**src/rtl/s3_writeback_pkg.sv**
```systemverilog
// Shared constants for the stage-3 writeback slice: opcodes, load func3
// codes, the address-region nibbles and the memory-mapped IO offsets.
package s3_writeback_pkg;

  localparam logic [4:0] OPC_LUI_5       = 5'b01101;
  localparam logic [4:0] OPC_AUIPC_5     = 5'b00101;
  localparam logic [4:0] OPC_JAL_5       = 5'b11011;
  localparam logic [4:0] OPC_JALR_5      = 5'b11001;
  localparam logic [4:0] OPC_BRANCH_5    = 5'b11000;
  localparam logic [4:0] OPC_STORE_5     = 5'b01000;
  localparam logic [4:0] OPC_LOAD_5      = 5'b00000;
  localparam logic [4:0] OPC_ARI_RTYPE_5 = 5'b01100;
  localparam logic [4:0] OPC_ARI_ITYPE_5 = 5'b00100;
  localparam logic [4:0] OPC_CSR_5       = 5'b11100;

  localparam logic [2:0] FNC_LB  = 3'b000;
  localparam logic [2:0] FNC_LH  = 3'b001;
  localparam logic [2:0] FNC_LW  = 3'b010;
  localparam logic [2:0] FNC_LBU = 3'b100;
  localparam logic [2:0] FNC_LHU = 3'b101;

  localparam logic [3:0] REG_DMEM_A = 4'b0001;
  localparam logic [3:0] REG_DMEM_B = 4'b0011;
  localparam logic [3:0] REG_BIOS   = 4'b0100;
  localparam logic [3:0] REG_IO     = 4'b1000;

  localparam logic [31:0] IO_UART_CTRL = 32'h8000_0000;
  localparam logic [31:0] IO_UART_RX   = 32'h8000_0004;
  localparam logic [31:0] IO_CYCLE_CNT = 32'h8000_0010;
  localparam logic [31:0] IO_INST_CNT  = 32'h8000_0014;
  localparam logic [31:0] IO_CNT_RST   = 32'h8000_0018;

  typedef enum logic [1:0] {
    WB_MEM = 2'd0,
    WB_ALU = 2'd1,
    WB_PC4 = 2'd2
  } wb_sel_t;

  function automatic logic opc_writes_rd(input logic [4:0] opc);
    unique case (opc)
      OPC_LUI_5, OPC_AUIPC_5, OPC_JAL_5, OPC_JALR_5,
      OPC_LOAD_5, OPC_ARI_RTYPE_5, OPC_ARI_ITYPE_5,
      OPC_CSR_5: opc_writes_rd = 1'b1;
      default:   opc_writes_rd = 1'b0;
    endcase
  endfunction

endpackage

```
**src/rtl/s3_writeback_if.sv**
```systemverilog
// Stage-3 bus: s2 results, memory/UART read data in, writeback
// port and performance counters out.
interface s3_writeback_if #(
  parameter int CNT_W = 32
);
  logic             stall;
  logic             flush;
  logic [31:0]      instr_s2;
  logic [31:0]      alu_s2;
  logic [31:0]      pc4_s2;
  logic [31:0]      dmem_dout;
  logic [31:0]      bios_dout;
  logic [7:0]       uart_rx_data;
  logic             uart_rx_valid;
  logic             uart_tx_ready;
  logic [31:0]      instr_s3;
  logic [31:0]      wb_data;
  logic [4:0]       wb_rd;
  logic             wb_we;
  logic [CNT_W-1:0] cycle_cnt;
  logic [CNT_W-1:0] inst_cnt;

  modport master (
    output stall, flush, instr_s2, alu_s2, pc4_s2,
    output dmem_dout, bios_dout,
    output uart_rx_data, uart_rx_valid, uart_tx_ready,
    input  instr_s3, wb_data, wb_rd, wb_we,
    input  cycle_cnt, inst_cnt
  );

  modport slave (
    input  stall, flush, instr_s2, alu_s2, pc4_s2,
    input  dmem_dout, bios_dout,
    input  uart_rx_data, uart_rx_valid, uart_tx_ready,
    output instr_s3, wb_data, wb_rd, wb_we,
    output cycle_cnt, inst_cnt
  );
endinterface

```
**src/rtl/s3_writeback_load_extract.sv**
```systemverilog
// Byte/half/word extraction with sign or zero extension for loads.
module s3_writeback_load_extract
  import s3_writeback_pkg::*;
(
  input  logic [31:0] word_i,
  input  logic [1:0]  addr_i,
  input  logic [2:0]  func3_i,
  output logic [31:0] data_o
);

  logic [7:0]  byte_w;
  logic [15:0] half_w;

  always_comb begin
    unique case (addr_i)
      2'd0:    byte_w = word_i[7:0];
      2'd1:    byte_w = word_i[15:8];
      2'd2:    byte_w = word_i[23:16];
      default: byte_w = word_i[31:24];
    endcase
    half_w = addr_i[1] ? word_i[31:16] : word_i[15:0];
  end

  always_comb begin
    unique case (func3_i)
      FNC_LB:  data_o = {{24{byte_w[7]}}, byte_w};
      FNC_LBU: data_o = {24'b0, byte_w};
      FNC_LH:  data_o = {{16{half_w[15]}}, half_w};
      FNC_LHU: data_o = {16'b0, half_w};
      FNC_LW:  data_o = word_i;
      default: data_o = word_i;
    endcase
  end

endmodule

```
**src/rtl/s3_writeback.sv**
```systemverilog
// Stage-3 memory/writeback: s2/s3 pipeline register, load source mux,
// writeback mux, regfile write port and cycle/instret counters.
module s3_writeback
  import s3_writeback_pkg::*;
#(
  parameter logic [31:0] NOP_INSTR = 32'h0000_0013,
  parameter int          CNT_W     = 32
) (
  input  logic clk,
  input  logic rst,
  s3_writeback_if.slave wb
);

  logic [31:0]      instr_q, instr_d;
  logic [31:0]      alu_q, alu_d;
  logic [31:0]      pc4_q, pc4_d;
  logic [31:0]      io_q, io_d;
  logic             valid_q, valid_d;
  logic [CNT_W-1:0] cyc_q, cyc_d;
  logic [CNT_W-1:0] inst_q, inst_d;

  logic        advance;
  logic        cnt_clr;
  logic        retire;
  logic [31:0] io_sel;
  logic [31:0] ld_word;
  logic [31:0] ld_data;
  logic [4:0]  opc;
  logic [4:0]  rd;
  wb_sel_t     wb_sel;

  assign advance = !wb.stall && !wb.flush;
  assign retire  = valid_q && !wb.stall;
  assign cnt_clr = advance
                && (wb.instr_s2[6:2] == OPC_STORE_5)
                && (wb.alu_s2 == IO_CNT_RST);

  // IO reads are latched at the s2 edge to line up with the
  // synchronous DMEM/BIOS read data.
  always_comb begin
    unique case (wb.alu_s2)
      IO_UART_CTRL: io_sel = {30'b0, wb.uart_rx_valid, wb.uart_tx_ready};
      IO_UART_RX:   io_sel = {24'b0, wb.uart_rx_data};
      IO_CYCLE_CNT: io_sel = 32'(cyc_q);
      IO_INST_CNT:  io_sel = 32'(inst_q);
      default:      io_sel = 32'b0;
    endcase
  end

  always_comb begin
    instr_d = instr_q;
    alu_d   = alu_q;
    pc4_d   = pc4_q;
    io_d    = io_q;
    valid_d = valid_q;
    if (wb.flush) begin
      instr_d = NOP_INSTR;
      alu_d   = '0;
      pc4_d   = '0;
      io_d    = '0;
      valid_d = 1'b0;
    end else if (!wb.stall) begin
      instr_d = wb.instr_s2;
      alu_d   = wb.alu_s2;
      pc4_d   = wb.pc4_s2;
      io_d    = io_sel;
      valid_d = 1'b1;
    end
  end

  always_comb begin
    cyc_d  = cyc_q + CNT_W'(1);
    inst_d = retire ? inst_q + CNT_W'(1) : inst_q;
    if (cnt_clr) begin
      cyc_d  = '0;
      inst_d = '0;
    end
  end

  always_ff @(posedge clk) begin
    if (rst) begin
      instr_q <= NOP_INSTR;
      alu_q   <= '0;
      pc4_q   <= '0;
      io_q    <= '0;
      valid_q <= 1'b0;
      cyc_q   <= '0;
      inst_q  <= '0;
    end else begin
      instr_q <= instr_d;
      alu_q   <= alu_d;
      pc4_q   <= pc4_d;
      io_q    <= io_d;
      valid_q <= valid_d;
      cyc_q   <= cyc_d;
      inst_q  <= inst_d;
    end
  end

  always_comb begin
    unique case (alu_q[31:28])
      REG_DMEM_A,
      REG_DMEM_B: ld_word = wb.dmem_dout;
      REG_BIOS:   ld_word = wb.bios_dout;
      REG_IO:     ld_word = io_q;
      default:    ld_word = 32'b0;
    endcase
  end

  s3_writeback_load_extract u_ld (
    .word_i  (ld_word),
    .addr_i  (alu_q[1:0]),
    .func3_i (instr_q[14:12]),
    .data_o  (ld_data)
  );

  assign opc = instr_q[6:2];
  assign rd  = instr_q[11:7];

  always_comb begin
    unique case (1'b1)
      (opc == OPC_LOAD_5): wb_sel = WB_MEM;
      (opc == OPC_JAL_5),
      (opc == OPC_JALR_5): wb_sel = WB_PC4;
      default:             wb_sel = WB_ALU;
    endcase
  end

  always_comb begin
    unique case (wb_sel)
      WB_MEM:  wb.wb_data = ld_data;
      WB_PC4:  wb.wb_data = pc4_q;
      default: wb.wb_data = alu_q;
    endcase
  end

  assign wb.wb_we     = valid_q && (rd != 5'd0) && opc_writes_rd(opc);
  assign wb.wb_rd     = rd;
  assign wb.instr_s3  = instr_q;
  assign wb.cycle_cnt = cyc_q;
  assign wb.inst_cnt  = inst_q;

endmodule

```
**src/flat_wrapper.sv**
```systemverilog
// flat-port wrapper written by rule: the top's interface ports become plain ports
module s3_writeback_flat import s3_writeback_pkg::*;
#(
  parameter logic [31:0] NOP_INSTR = 32'h0000_0013,
  parameter int          CNT_W     = 32
)
  (clk, rst, wb_stall, wb_flush, wb_instr_s2, wb_alu_s2, wb_pc4_s2, wb_dmem_dout, wb_bios_dout, wb_uart_rx_data, wb_uart_rx_valid, wb_uart_tx_ready, wb_instr_s3, wb_wb_data, wb_wb_rd, wb_wb_we, wb_cycle_cnt, wb_inst_cnt);
  s3_writeback_if #(.CNT_W(CNT_W)) wb_i ();
  input  logic clk;
  input  logic rst;
  input wire logic [$bits(wb_i.stall)-1:0] wb_stall;
  input wire logic [$bits(wb_i.flush)-1:0] wb_flush;
  input wire logic [$bits(wb_i.instr_s2)-1:0] wb_instr_s2;
  input wire logic [$bits(wb_i.alu_s2)-1:0] wb_alu_s2;
  input wire logic [$bits(wb_i.pc4_s2)-1:0] wb_pc4_s2;
  input wire logic [$bits(wb_i.dmem_dout)-1:0] wb_dmem_dout;
  input wire logic [$bits(wb_i.bios_dout)-1:0] wb_bios_dout;
  input wire logic [$bits(wb_i.uart_rx_data)-1:0] wb_uart_rx_data;
  input wire logic [$bits(wb_i.uart_rx_valid)-1:0] wb_uart_rx_valid;
  input wire logic [$bits(wb_i.uart_tx_ready)-1:0] wb_uart_tx_ready;
  output wire logic [$bits(wb_i.instr_s3)-1:0] wb_instr_s3;
  output wire logic [$bits(wb_i.wb_data)-1:0] wb_wb_data;
  output wire logic [$bits(wb_i.wb_rd)-1:0] wb_wb_rd;
  output wire logic [$bits(wb_i.wb_we)-1:0] wb_wb_we;
  output wire logic [$bits(wb_i.cycle_cnt)-1:0] wb_cycle_cnt;
  output wire logic [$bits(wb_i.inst_cnt)-1:0] wb_inst_cnt;
  assign wb_i.stall = wb_stall;
  assign wb_i.flush = wb_flush;
  assign wb_i.instr_s2 = wb_instr_s2;
  assign wb_i.alu_s2 = wb_alu_s2;
  assign wb_i.pc4_s2 = wb_pc4_s2;
  assign wb_i.dmem_dout = wb_dmem_dout;
  assign wb_i.bios_dout = wb_bios_dout;
  assign wb_i.uart_rx_data = wb_uart_rx_data;
  assign wb_i.uart_rx_valid = wb_uart_rx_valid;
  assign wb_i.uart_tx_ready = wb_uart_tx_ready;
  assign wb_instr_s3 = wb_i.instr_s3;
  assign wb_wb_data = wb_i.wb_data;
  assign wb_wb_rd = wb_i.wb_rd;
  assign wb_wb_we = wb_i.wb_we;
  assign wb_cycle_cnt = wb_i.cycle_cnt;
  assign wb_inst_cnt = wb_i.inst_cnt;
  s3_writeback #(.NOP_INSTR(NOP_INSTR), .CNT_W(CNT_W)) u_core (.clk(clk), .rst(rst), .wb(wb_i));
endmodule
```
**config.mk**
```make
export PLATFORM = sky130hd
export DESIGN_NAME = s3_writeback_flat
export DESIGN_NICKNAME = d
export VERILOG_FILES = /design/src/rtl/s3_writeback_pkg.sv /design/src/rtl/s3_writeback_if.sv /design/src/rtl/s3_writeback_load_extract.sv /design/src/rtl/s3_writeback.sv /design/src/flat_wrapper.sv
export SDC_FILE = /design/constraint.sdc
export NUM_CORES = 1
export LEC_CHECK = 0
export BUFFER_PORTS_ARGS = -buffer_cell sky130_fd_sc_hd__buf_2
export CORE_MARGIN = 1
export CORE_UTILIZATION = 50
export DETAILED_ROUTE_END_ITERATION = 16
export PLACE_DENSITY = 0.79
export SLEW_MARGIN = 20
export SYNTH_ARGS = -nofsm -noshare
export SYNTH_HDL_FRONTEND = slang
export SYNTH_SLANG_ARGS = --single-unit
```
**constraint.sdc**
```tcl
create_clock -name clk -period 5.5 [get_ports clk]
set_input_delay 0.55 -clock clk [delete_from_list [all_inputs] [get_ports clk]]
set_output_delay 0.55 -clock clk [all_outputs]
set_load 0.03 [all_outputs]
```
# Word level (Yosys, flattened, before mapping)
# Memories as Yosys holds them, arrays and structs flattened. A register that Yosys moved wholly into a read port is not among the register bits.
# Cells that the tools add are included.
# classes
addsub	2
n_eq_ne	18
n_mux	9
n_reduce_logical	17
# ops
cell	count
case mux 32 bit (4 select lines)	2
equality test 32 bit (second input constant)	5
case mux 32 bit (3 select lines)	1
adder 32 x 1 -> 32 bit (second input constant)	2
case mux 32 bit (2 select lines)	1
case mux 8 bit (3 select lines)	1
two-way mux 16 bit	1
equality test 5 bit (second input constant)	2
two-way mux 5 bit	2
OR reduction 2 bit	4
equality test 3 bit (second input constant)	2
logical AND 1 bit	6
equality test 5 x 4 -> 1 bit (second input constant)	1
zero test 5 bit	1
nonzero test 5 bit	1
equality test 2 bit (second input constant)	2
equality test 4 x 1 -> 1 bit (second input constant)	1
equality test 4 x 2 -> 1 bit (second input constant)	1
equality test 4 x 3 -> 1 bit (second input constant)	1
equality test 4 bit (second input constant)	1
zero test 2 bit	2
case mux 2 bit (2 select lines)	1
equality test 3 x 1 -> 1 bit (second input constant)	1
zero test 3 bit	1
2 further kinds	3
# totals
reg_bits	193
mem_bits_ro	32
in_bits	174
output_inout_bits	134
wordCells	54
memories	1
# mem_list
memory	words	word_bits	read_ports	rd_ports_with_merged_regs	write_ports	line	text
(no name shown)	32	1	1	1	0	s3_writeback_pkg.sv:40	unique case (opc)

# Logic depth before layout (Yosys ltp)
# Gate-level depths: netlist of the first run.
# depth
ltp_word	6
ltp_mapped	9
depth_no_buf	7

# Modules after synthesis
# Synthesis of the first run repeated with hierarchy kept, for this count alone.
# hier_totals
cells_unflattened	1157
hier_area_um2	10017.1
# modules_own_cells
module	n_inst	cells_each	area_each_um2	seq_area_each_um2
s3_writeback	1	1024	9047.4	3883.7
s3_writeback_load_extract	1	133	969.7	0.0

# Least setup slack after synthesis of the first run
# Ideal clock, no wire load.
# synth_timing
kind	register to output
start	register u_core.alu_q[29]
end	output wb_wb_data[31]
arrival_ns	2.420
t_required_ns	4.950
path_slack_ns	2.530
path_stages_with_launch	8
path_buffers	1
path_cell_list	dfxtp_1 > buf_4 > or4bb_1 > a21oi_1 > a21oi_1 > a2111oi_4 > nor3b_2 > o31ai_1
# synth_via
elab_chain_len	6
word_cells_on_any_way	10
classes_between	eq/ne (4); mux (5); reduce/logical (1)
# synth_lines
element	line	text
start: declaration	s3_writeback.sv:15	logic [31:0] alu_q, alu_d;
start signal: assignment	s3_writeback.sv:91	alu_q <= alu_d;
equality test 4 x 1 -> 1 bit or equality test 4 x 2 -> 1 bit (tied branches)	s3_writeback.sv:101	unique case (alu_q[31:28])
OR reduction 2 bit	s3_writeback.sv:101	
case mux 32 bit (3 select lines) *	s3_writeback.sv:101	
case mux 8 bit (3 select lines) or two-way mux 16 bit (tied branches)	s3_writeback_load_extract.sv:15, s3_writeback_load_extract.sv:21	
case mux 32 bit (4 select lines) *	s3_writeback_load_extract.sv:25	unique case (func3_i)
case mux 32 bit (2 select lines) *	s3_writeback.sv:130	unique case (wb_sel)
end: declaration	flat_wrapper.sv:22	output wire logic [$bits(wb_i.wb_data)-1:0] wb_wb_data;
# Mark *: on every way between the ends. The rest lies on a longest branch, timed or not.

# Worst setup path in the final report of the first run
# layout_timing
start	register u_core.alu_q[30]
end	output wb_wb_data[10]
# Same word-level chain as after synthesis.

==> reports/results.ini, run 1 <==
[run_status]
status = finished clean

[layout]
syn_to_final_growth_pct = 22.80
final_cells = 1658
drive_gt1_frac = 0.2636
fin_area_mm2 = 0.01184
nets = 1555

[clock_network]
ctsResizeCount = 0
cts_buffers = 17
cts_tree = yes
cts.path.max_buffers = 2
clock-sinks = 194
htreeDepth = 4
insertion_delay_ns = 0.44
ctsRootBufferMaster = clkbuf_16
cts_setup_buffers = 0
clkSlewWorstSetupHoldPaths_ns = 0.08
postCtsHoldBufs = 0

[placed_design]
port-buffer-count = 307
gp_congestion = 0.9560
dp.cells = 1620
placed_area_mm2 = 0.01120
dp_hpwl_mm = 23.86

[logic_synthesis]
yosys-top-cells-count = nor2_1, dfxtp_1, mux2i_1, nand2_1, o21ai_0
synth-edff-count = 0
yosysMostFrequentCell = nor2_1
syn_inst = 1125
ys_seq_elements = 194
seq_area_frac_synth = 0.4029
synth_top_area_cell = dfxtp_1
synth_compound_area_frac = 0.1596
synth_fp_nets = 1301
yosysWarnings = 0
synth_xor_area_frac = 0.04997
synth_ff_type = dfxtp_1
synth-simple-area-share = 0.2042
synth.distinct_cells = 62
yosysTopAreaCellShare = 0.4029
yosys-top-cells-area = dfxtp_1, mux2i_1, nor2_1
muxShareOfSynthArea = 0.1384
synth_top_family_by_area = simple AND/OR/NAND/NOR gates
synthArstFlopShare = 0
avgSynthCellArea_um2 = 8.569
synthAdderAreaFrac = 0.002596
syn_area_mm2 = 0.009640

[setup_path]
r2r_slack_ns = 2.92
worstPathArrival_ns = 3.76
crit_required_ns = 4.95
critPathCaptureType = output port
crit_type = reg -> out
startpoint_type = register
cp_max_fo = 23

[flow_run]
maxCapViolCount = 0

[die]
num_io_pins = 308
die_w_um = 140.9
rows = 50
initial_core_util = 0.5120
dieArea_mm2 = 0.01984
core_area_mm2 = 0.01883
chipHeight_um = 140.9

[power_and_ir_drop]
p_per_area_mw_per_mm2 = 260.3
vdd_drop_max_mv = 0.2270
leakagePower_nw = 5.095

[sta]
tns_ns = 0
fin_worst_skew_ns = 0.01105
rsz0062_at_grt = no
slew_violations = 0
max-slew-margin-rel = 0.2908
setup_viol = 0
max_freq_mhz = 232.0
final-hold-violation-count = 0
tightest_slew_ns = 1.064
period_share = 0.7836
fin_crit_ns = 4.310

[detailed_routing]
vias = 9485
ant_nets = 0
dr.pass1.iters = 6
routed_wl_mm = 31.43
viasPerCell = 5.721
drt_iter0_drc = 876
drc = 0
wl_per_cell_um = 18.96

[grt]
gr-usage-met1 = 0.4041
grt_use_met2 = 0.5229
use_met3 = 0.05265
grt_usage = 0.3119
grt_antenna_before_repair = 1
top_usage_layer = met2
grt_pass1_vias = 8724
grt_pass1_wl_mm = 47.87
grt_max_degree = 98
overflow = 0

[worst_hold_path]
min_path_type = in -> reg

## cell usage in the layout (no fill, tap or decap), types with 17 or more instances in the layout
cell       Yosys  layout
nand2_1       79      79
dfxtp_1      194     194
clkbuf_16      0      17
mux2i_1      122     122
nor2_1       197     195
nand4_1       19      19
xnor2_1       29      29
a22oi_1       54      54
nand3_1       22      22
a21oi_1       48      48
buf_2         15     306
xor2_1        26      26
o21ai_0       61      61
## worst paths after layout
kind / cells past startpoint / endpoint / from
setup / recovery: 7 / wb_wb_data[10] / u_core.alu_q[30]
hold / removal: 3 / u_core.wb.instr_s3[0] / wb_instr_s2[0]
setup reg to reg: 6 / u_core.wb.cycle_cnt[24] / u_core.wb.cycle_cnt[0]
hold reg to reg: 2 / u_core.io_q[15] / u_core.io_q[15]
## cell type report
type	instances	area, um2
clock inverters	15	188.9
fillers	1692	6992
inverters	13	48.80
clock buffers	17	425.4
diodes	6	15.01
multi-input cells	839	5360
flip-flops and latches	194	3884
repair buffers	314	1592
well taps	260	325.3
## per-stage QoR
| step | power, mW | hold slack, ns | utilization | worst slack (ns) |
|---|---|---|---|---|
| finish | 3.081 | 0.3170 | 0.6287 | 1.190 |
| global placement | 1.821 | 0.4355 | 0.5950 | 1.801 |
| detailed placement | 1.824 | 0.4470 | 0.5950 | 1.726 |
| CTS | 3.083 | 0.3173 | 0.6276 | 1.246 |
| floorplan | 1.691 | 0.4164 | - | 2.530 |
| global route | 3.177 | 0.3237 | 0.6279 | 0.9449 |
## kinds of logic (layout without fill, tap and decap cells)
group,after synthesis,after routing
AO/OA/AOI/OAI,238,238
AND/OR/NAND/NOR,414,414
XOR/XNOR,55,55
other,0,6
adder cells (fa/ha/maj),2,2
multiplexers,130,130
flip-flops,194,194
buffers and inverters,92,359
## routing by layer
metal,up-vias,wire length [um]
met2,379,15040
met5,-,0
met1,4536,13270
met3,60,2172
met4,0,948
li1,4510,-
## state kept, by name, summed over array words and instances (netlist names), named ones only
name / count
u_core.wb.instr_s3: 32
u_core.wb.cycle_cnt: 32
u_core.valid_q: 1
u_core.pc4_q: 32
u_core.io_q: 32
u_core.wb.inst_cnt: 32
u_core.alu_q: 32
## worst max-delay path, stage by stage, from the launching register on
cell and delay, ns:
dfxtp_1 0.81, nor4b_2 0.84, or3_1 0.25, and2_1 0.52
a21oi_1 0.17, or3b_1 0.38, o211ai_1 0.11, buf_2 0.23
## power by group
group	switching, mW	leakage, nW	internal [mW]
clock	0.629	0.296	0.657
sequential	0.0259	1.57	1.43
combinational	0.203	3.23	0.137
Note: power is estimated with default switching activity, not from simulation.
==> inputs of run 2 (changes only) <==
- CORE_UTILIZATION: 50 -> 47
- PLACE_DENSITY: 0.79 -> 0.78
- clock period: 5.5 -> 3.8 ns (I/O delays scaled with it)
==> run 2 against run 1 <==
  * Sequential share of layout area shrank 0.28 points
  * Final area grew 0.86%
  * Largest cell class unchanged
  * Count of clock-buffer cells in the layout grew 1
  * Non-clock buffer count grew 11
  * Die area grew 6.3%
  * Via count shrank 0.25%
  * Wire length grew 2.0%
  * Power grew 46%
  * Worst hold slack lost 0.16 ns
  * Combinational power grew 49%
  * Clock skew grew 0.0024 ns
  * Core utilization shrank 3.7 points
==> reports/results.ini, run 2 (synthesis gave the netlist of run 1 again) <==
[run_status]
status = finished clean

[power_and_ir_drop]
clockPowerShare = 0.419
p_switching_mw = 1.206
p_sw_frac = 0.2689
seqPwrFrac = 0.469
p_per_area_mw_per_mm2 = 375.5
vdd_drop_max_mv = 0.2909
leakagePower_nw = 5.161
p_int_mw = 3.278
combinationalPowerShare = 0.113

[grt]
grt_pass1_vias = 8593
grt_max_degree = 65
overflow = 0
grt_pass1_wl_mm = 48.90
grt_usage = 0.2963
grt_antenna_before_repair = 4

[detailed_routing]
dr.pass1.iters = 6
wl_per_cell_um = 19.11
viasPerCell = 5.642
ant_nets = 0
vias = 9461
routed_wl_mm = 32.05
drt_iter0_drc = 883
drc = 0

[clock_network]
cts.path.max_buffers = 2
ctsRootBufferMaster = clkbuf_16
clock-sinks = 194
postCtsHoldBufs = 0
insertion_delay_ns = 0.44
htreeDepth = 4
cts_tree = yes
cts_setup_buffers = 0
cts_buffers = 17
clkSlewWorstSetupHoldPaths_ns = 0.07

[sta]
final-hold-violation-count = 0
max_freq_mhz = 283.1
tightest_slew_ns = 1.018
setup_viol = 0
max-slew-margin-rel = 0.3213
slew_violations = 0
fin_crit_ns = 3.532
hold_ws_ns = 0.1574
fin_worst_skew_ns = 0.01341
setup_slack_ns = 0.2678
period_share = 0.9295
tns_ns = 0
rsz0062_at_grt = no

[setup_path]
crit_required_ns = 3.42
critPathCaptureType = output port
reg2reg_depth = 7
cp_max_fo = 16
r2r_slack_ns = 1.38
r2r-start = u_core.wb.inst_cnt[0]
r2r-end = u_core.wb.inst_cnt[26]
crit_type = reg -> out
startpoint_type = register
worstPathArrival_ns = 3.15

[layout]
fin_area_mm2 = 0.01194
drive_gt1_frac = 0.2687
syn_to_final_growth_pct = 23.85
seqCellArea_mm2 = 0.003884
fin_util = 0.5920
final_cell_mix = buf_2, nor2_1, dfxtp_1
layout_commonest_cell = buf_2
fillCellCount = 1862
multiInputGateArea_mm2 = 0.005366
nets = 1566

[placed_design]
gp_congestion = 0.9601
place_ws_ns = 0.6703
port-buffer-count = 307
placed_area_mm2 = 0.01131
dp_hpwl_mm = 24.49

[die]
die_w_um = 145.2
chipHeight_um = 145.2
core_area_mm2 = 0.02017
rows = 52
dieArea_mm2 = 0.02109
num_io_pins = 308
initial_core_util = 0.4780

[worst_hold_path]
holdPathEnd = u_core.wb.instr_s3[0]
min-delay-start = wb_instr_s2[0]
min_path_type = in -> reg
holdPathStages = 3

[flow_run]
maxCapViolCount = 0

==> run 2: cell count changes in the layout (fill, tap and decap cells not counted), sizes merged <==
cell    change
clkbuf      +1
diode       -2
clkinv      -3
inv         +1
buf        +11
bufinv      +1
==> run 2: worst max-delay path, cell delays in order (launching register included) <==
cell	delay, ns
dfxtp_1	0.43
nor4b_2	0.82
a21oi_1	0.19
and2_1	0.24
a2111oi_4	0.38
nor3b_4	0.17
o31ai_1	0.25
buf_2	0.24
==> run 2: repair_timing <==
item,in CTS,in global routing
hold endpoints to repair,0,0
endpoints found under the setup margin,0,2
resized for setup,0,1
==> run 2: cell type report <==
cell class,instances,share of cell area
multi-input combinational,839,0.4494
sequential,194,0.3253
timing repair buffer,325,0.1405
clock buffer,18,0.03594
tap,270,0.02829
clock inverter,14,0.01561
inverter,13,0.004087
antenna,4,0.0008383
==> run 2: worst max path at each step <==
stage,start,to
after CTS,u_core.alu_q[28],wb_wb_data[20]
after detailed placement,u_core.alu_q[28],wb_wb_data[20]
final,u_core.alu_q[29],wb_wb_data[31]
after global placement,u_core.alu_q[29],wb_wb_data[31]
after global routing,u_core.alu_q[30],wb_wb_data[31]
after floorplan,u_core.alu_q[29],wb_wb_data[31]
==> run 2: through the flow <==
step | power (mW) | cells
floorplan | 2.447 | 1125
global placement | 2.640 | 1641
detailed placement | 2.647 | 1641
CTS | 4.504 | 1673
global route | 4.628 | 1675
finish | 4.484 | 1677
==> run 2: power groups by stage <==
stage | registers, mW | clock network [mW] | logic, mW
global placement | 2.15 | 0 | 0.495
finish | 2.10 | 1.88 | 0.506
global route | 2.11 | 1.98 | 0.541
CTS | 2.10 | 1.90 | 0.501
detailed placement | 2.15 | 0 | 0.500
floorplan | 2.17 | 0 | 0.282
==> run 2: metal layers <==
layer  up-vias  global-route usage  routed length (um)
met5         -                   0                   0
met1      4475              0.4023               13980
li1       4534                   -                   -
met3        42             0.06164                2475
met4         0             0.08316                 544
met2       410              0.4745               15050
